==> src/rtl/gost89_decrypt.sv <==
// rtl/gost89_decrypt.sv - iterative GOST 28147-89 ECB block decryptor, one Feistel round per clock
// Optional GOST89_DEC_ENC_EN: adds a mode input sampled at acceptance (1 = encrypt, 0 = decrypt).
`timescale 1ns/1ps
module gost89_decrypt #(
  parameter int ROUNDS = 32
) (
  input  logic         clk,
  input  logic         rst,
  input  logic         in_valid,
  output logic         in_ready,
  input  logic [63:0]  in_data,
  input  logic [255:0] key,
  input  logic [511:0] sbox,
`ifdef GOST89_DEC_ENC_EN
  input  logic         mode,
`endif
  output logic         out_valid,
  input  logic         out_ready,
  output logic [63:0]  out_data
);

  typedef enum logic [1:0] {IDLE, RUN, DONE} state_t;

  localparam logic [4:0] LAST = 5'(ROUNDS - 1);

  state_t       state_q, state_d;
  logic [31:0]  n1_q, n1_d;
  logic [31:0]  n2_q, n2_d;
  logic [4:0]   cnt_q, cnt_d;
  logic [63:0]  out_data_q, out_data_d;
  logic         out_valid_q, out_valid_d;
  logic [255:0] key_q;
  logic [511:0] sbox_q;
  logic         mode_q;
  logic         load;

  logic         rev;
  logic [2:0]   kidx;
  logic [31:0]  rk, t, s, rnd;
  logic [3:0]   nib;

  // Key and S-box are captured once per block so the ports are free during RUN.
  always_ff @(posedge clk) begin
    if (load) begin
      key_q  <= key;
      sbox_q <= sbox;
    end
  end

`ifdef GOST89_DEC_ENC_EN
  always_ff @(posedge clk) begin
    if (load) mode_q <= mode;
  end
`else
  assign mode_q = 1'b0;
`endif

  // Forward schedule reverses after round 24, the inverse one after round 8.
  always_comb begin
    rev  = mode_q ? (cnt_q >= 5'd24) : (cnt_q >= 5'd8);
    kidx = rev ? ~cnt_q[2:0] : cnt_q[2:0];
    rk   = key_q[{~kidx, 5'b00000} +: 32];
    t    = n1_q + rk;
    s    = '0;
    nib  = '0;
    for (int r = 0; r < 8; r++) begin
      nib          = t[4*r +: 4];
      s[4*r +: 4]  = sbox_q[{3'(7 - r), ~nib, 2'b00} +: 4];
    end
    rnd  = {s[20:0], s[31:21]} ^ n2_q;
  end

  always_comb begin
    state_d     = state_q;
    n1_d        = n1_q;
    n2_d        = n2_q;
    cnt_d       = cnt_q;
    out_data_d  = out_data_q;
    out_valid_d = out_valid_q;
    load        = 1'b0;
    case (state_q)
      IDLE: begin
        if (in_valid) begin
          load    = 1'b1;
          n1_d    = in_data[63:32];
          n2_d    = in_data[31:0];
          cnt_d   = '0;
          state_d = RUN;
        end
      end
      RUN: begin
        n1_d  = rnd;
        n2_d  = n1_q;
        cnt_d = cnt_q + 5'd1;
        if (cnt_q == LAST) begin
          out_data_d  = {n1_q, rnd};
          out_valid_d = 1'b1;
          state_d     = DONE;
        end
      end
      DONE: begin
        if (out_ready) begin
          out_valid_d = 1'b0;
          state_d     = IDLE;
        end
      end
      default: state_d = IDLE;
    endcase
  end

  always_ff @(posedge clk or posedge rst) begin
    if (rst) begin
      state_q     <= IDLE;
      n1_q        <= '0;
      n2_q        <= '0;
      cnt_q       <= '0;
      out_data_q  <= '0;
      out_valid_q <= 1'b0;
    end else begin
      state_q     <= state_d;
      n1_q        <= n1_d;
      n2_q        <= n2_d;
      cnt_q       <= cnt_d;
      out_data_q  <= out_data_d;
      out_valid_q <= out_valid_d;
    end
  end

  assign in_ready  = (state_q == IDLE) && !rst;
  assign out_valid = out_valid_q;
  assign out_data  = out_data_q;

endmodule

==> config.mk <==
export PLATFORM = sky130hd
export DESIGN_NAME = gost89_decrypt
export DESIGN_NICKNAME = d
export VERILOG_FILES = /design/src/rtl/gost89_decrypt.sv
export SDC_FILE = /design/constraint.sdc
export NUM_CORES = 1
export LEC_CHECK = 0
export BUFFER_PORTS_ARGS = -buffer_cell sky130_fd_sc_hd__buf_2
export CORE_AREA = 2 2 350 352
export DETAILED_ROUTE_END_ITERATION = 16
export DIE_AREA = 0 0 352 354
export PLACE_DENSITY = 0.54
export SYNTH_ARGS = -nofsm -noshare
export SYNTH_HDL_FRONTEND = slang
export SYNTH_SLANG_ARGS = --single-unit
export TNS_END_PERCENT = 1
==> constraint.sdc <==
create_clock -name clk -period 32.3 [get_ports clk]
set_clock_uncertainty 0.1 [all_clocks]
set_input_delay 4.845 -clock clk [delete_from_list [all_inputs] [get_ports clk]]
set_output_delay 4.845 -clock clk [all_outputs]
set_load 0.005 [all_outputs]
Yosys cells after proc, flatten, opt, wreduce, memory -nomap -nowiden
Index checks and enable logic that the tools add are counted.

storage, ports and cells
  register bits after elaboration = 904
  input port bits = 836
  output and inout bits = 66
  logic and storage cells = 62

operators by class
  add/subtract/negate cells = 2
  order comparisons = 1
  eq/ne operators = 6
  shifts and indexed selects = 9
  muxes and demuxes = 16
  bitwise operators = 11
  reductions and logical operators = 9

operators with widths
  cell                 count
  $shiftx 512x10->4    4
  $shiftx 512x9->4     2
  $shiftx 512x7->4     1
  $shiftx 512x8->4     1
  $shiftx 256x9->32    1
  $pmux 32 s2          2
  $mux 32              2
  $add 32x32->32       1
  $not 4->4            8
  $xor 32x32->32       1
  $pmux 5 s2           1
  $mux 2               3
  $ne 2x2->1 const B   3
  $not 3->3            2
  $pmux 2 s3           1
  $reduce_and 3->1     2
  $add 5x1->5 const B  1
  $eq 5x5->1 const B   1
  $ge 5x4->1 const B   1
  $mux 5               1
  $mux 1               4
  $reduce_and 2->1     2
  $reduce_bool 2->1    2
  $mux 3               1
  other kinds (6)      6

Depth between registers and ports, before layout
  depth after elaboration = 9
  mapped depth = 20
  depth with buffers taken out = 17

Worst setup path before layout
No wires, ideal clock.

  path type = input-to-reg
  start point = in in_valid
  end point = reg cnt_q[1]
  library setup time = 1.042 ns
  arrival = 28.414 ns
  required time = 31.158 ns
  path slack = 2.744 ns
  cell stages on the path = 4
  buffers on the path = 2
  cell sequence = nor3b_1 -> clkbuf_1 -> clkbuf_1 -> o21ai_0

on the way
  cells in the longest elaborated chain, start to end = 2

RTL lines
  what                        RTL line  source
  start: declaration          9         input logic in_valid,
  $ne 2x2->1 (no line)        -
  $reduce_and 2->1 (no line)  -
  end signal: assignment      123       cnt_q <= cnt_d;
  end: declaration            29        logic [4:0] cnt_q, cnt_d;

Every way passes these cells.
A chain may end at the register's enable or synchronous reset.

Worst setup path in the final report
  start point = in rst
  end point = out in_ready

on the way
  cells in the longest elaborated chain, start to end = 2

RTL lines
  what                RTL line  source
  start: declaration  8         input logic rst,
  $logic_not 1->1     129       assign in_ready = (state_q == IDLE) && !rst;
  $logic_and 1x1->1   129
  end: declaration    10        output logic in_ready,

Every way passes these cells.

==> impl_results.md <==
* Status: finished, final reports clean
* Die X-Extent at 352 µm
* Post-cts gate resize count at 0
* Level count of the clock H-tree at 3
* Area grow syn2layout at 26.0%
* Vias in the first global route at 24,631
* Grt total ovfl at 0
* Post-synthesis simple-gate area fraction at 0.0423
* Core Rows at 128
* Hold WC Path Type: register to register
* Main combinational cell family by area after synthesis: multiplexers
* Largest delay share family, worst path: buffers and inverters
* Reg-to-reg endpoint: n1_q[2]
* Cts bufs inserted at 101
* GP Congestion at 0.838
* Post-synthesis async set-or-reset flop share at 0.150
* HP Start: out_data[24]
* Avg Cell Area, Syn at 17.4 µm²
* Crit path cell chain: buf_2 -> nor3_1 -> buf_2
* Cell area after synthesis at 0.0382 mm²
* Placed Instances at 4,665
* Seq/Total Area, Yosys at 0.693
* Avg WL per Cell at 26.4 µm
* Post-DP HPWL at around 100,000 µm
* Hold endpoint: out_data[24]
* DRT Pass-1 Iters at 8
* R2R Path Start: cnt_q[3]
* Compound-Gate Fraction of Synth Area at 0.0701
* Cell accounting for the most synthesized area: edfxtp_1
* Die area at about 0.12 mm²
* Mapped Cells at 2,199
* Fin crit period at 10,300 ps
* CP max FO at 2
* Final #Nets at 4,014
* CTS tree: done
* Core outline area at 0.121 mm²
* Tcrit/Tclk final at 0.319
* Worst path most repeated cell: buf_2
* Most used DFF post-synth: edfxtp_1
* Gr usage total at 0.202
* Main area contributors after synthesis: edfxtp_1, dfrtp_1, mux4_2
* Setup slack, reg-to-reg at 24,850 ps
* Initial antenna violation count at 58
* Initial Util at 0.316
* Proportion of layout cells with a drive suffix above 1 at 0.418
* DR iter-0 viols at 2,239
* Drt total wl at 129,000 µm
* XOR/XNOR Fraction of Synth Area at 0.0151
* Mux contribution to synthesized area at 0.153
* Fin. max-slew vios at 0
* CTS Sinks at around 900
* Seq cells post-synth at 904
* Count leader, synth: edfxtp_1
* Pin count of the biggest net entering global routing at 147
* Vias at around 24,000
* R2R depth at 18
* Synth unique cells at 79
* Final Hold Fails at 0
* Post-CTS Setup Bufs at 0
* Crit path kind: primary input to primary output
* Vias per inst at 4.94
* Chip height at ~350 µm
* Max Clock Freq at around 100 MHz
* Synth top cells by count: edfxtp_1, mux4_2, mux2i_1
* EDFF count, synth at 768
* CP peak stage delay at 200 ps
* Worst-skew pair later-pin latency at about 730 ps
* Post-synthesis adder-cell area fraction at 0.0117
* RSZ-0062 raised after global routing: no
* Hold_buf cts at 0
* Synth warn at 0
* Final setup viols at 0
* CP max-delay cell: nor3_1
* First-pass GRT wire length at 179,000 µm
* Yosys top cell area share at 0.604
* Post-route DRC at 0
* Critical path buffer and inverter count at 2
* Worst setup SP type: primary input
* Crit path DAT at 5350 ps
* Slew at the pin with the worst max-slew slack at 1150 ps
* Setup TNS at 0 ps
* Post-Syn Nets at 3,070
* CP endpoint kind: primary output
* Rel. slew slack at 0.234
* I/O pins at 902
* CTS clock-pin slew for the worst setup and hold paths at approximately 60 ps
* Clock tree buffer depth at 3
* CTS root buffer: clkbuf_16
* Critical Path RT at 27,360 ps
* Post-Layout Cell Count at 4,890
* PortBufs at 901
* Routed Antenna Nets at 0
* Hold Path Cell Cnt at 2
* Max Cap Viol at 0
area by class of cell:
class,count,area [µm²]
clock inverter,57,611
tap,1625,2030
clock buffer,128,2650
multi-input combinational,1168,11300
fill,11290,72800
antenna,40,100
timing repair buffer,949,4890
inverter,19,78.8
sequential,904,26500
tightest hold or removal path: cells and delay by family (launching register included):
kind	cells	cell delay [ps]
AO/OA/AOI/OAI	1	60
AND/OR/NAND/NOR	1	50
flip-flops	1	340
per-stage QoR:
step	instance area, µm²	util	setup WS [ps]	hold slack [ps]
finish	48100	0.398	22000	380
global placement	44700	0.370	21990	360
global route	48100	0.397	21970	407
CTS	48000	0.397	22010	385
floorplan	38200	-	2740	373
detailed placement	44700	0.370	22010	372
cell families (layout without fill, tap and decap cells):
kind of cell    Yosys count  count (layout)
other cells               0              40
compound gates          383             383
flops                   904             904
fa+ha+maj                35              35
buf+inv                 127            1153
xor+xnor                 58              58
mux                     373             373
simple gates            319             319
how the worst max path moves through the flow:
stage                         from        to  cells past startpoint
final                          rst  in_ready                      3
after global placement         rst  in_ready                      3
after CTS                      rst  in_ready                      3
after detailed placement       rst  in_ready                      3
after floorplan           in_valid  cnt_q[1]                      4
after global routing           rst  in_ready                      3
placed cells by master, fill, tap and decap left out, types with 20 or more instances in the layout:
cell type,count
a211oi_1,31
a21o_1,20
a21oi_1,58
a221oi_1,59
buf_2,901
buf_4,46
clkbuf_1,25
clkbuf_16,101
clkinv_1,21
dfrtp_1,136
diode_2,40
edfxtp_1,768
ha_1,34
mux2_2,78
mux2i_1,138
mux4_2,140
nand2_1,104
nand3_1,31
nand4_1,38
nor2_1,43
nor2b_1,33
o21ai_0,81
o21ai_1,25
xnor2_1,26
xor2_1,21
sequential cells by signal (all words and copies together) (netlist names):
register   flops
n1_q          32
out_data      64
out_valid      1
key_q        256
sbox_q       512
state_q        2
cnt_q          5
n2_q          32
metal layers:
layer  vias up  track usage  share of wire
met2       983        0.334           0.49
li1      10900            -              -
met1     12087        0.257           0.40
met3       179       0.0566          0.077
met4        24       0.0668          0.026
met5         -            0         0.0011
Power is left out: the tool's default activity adds up to more than one toggle a clock period on the data nets, which glitch-free logic cannot reach.
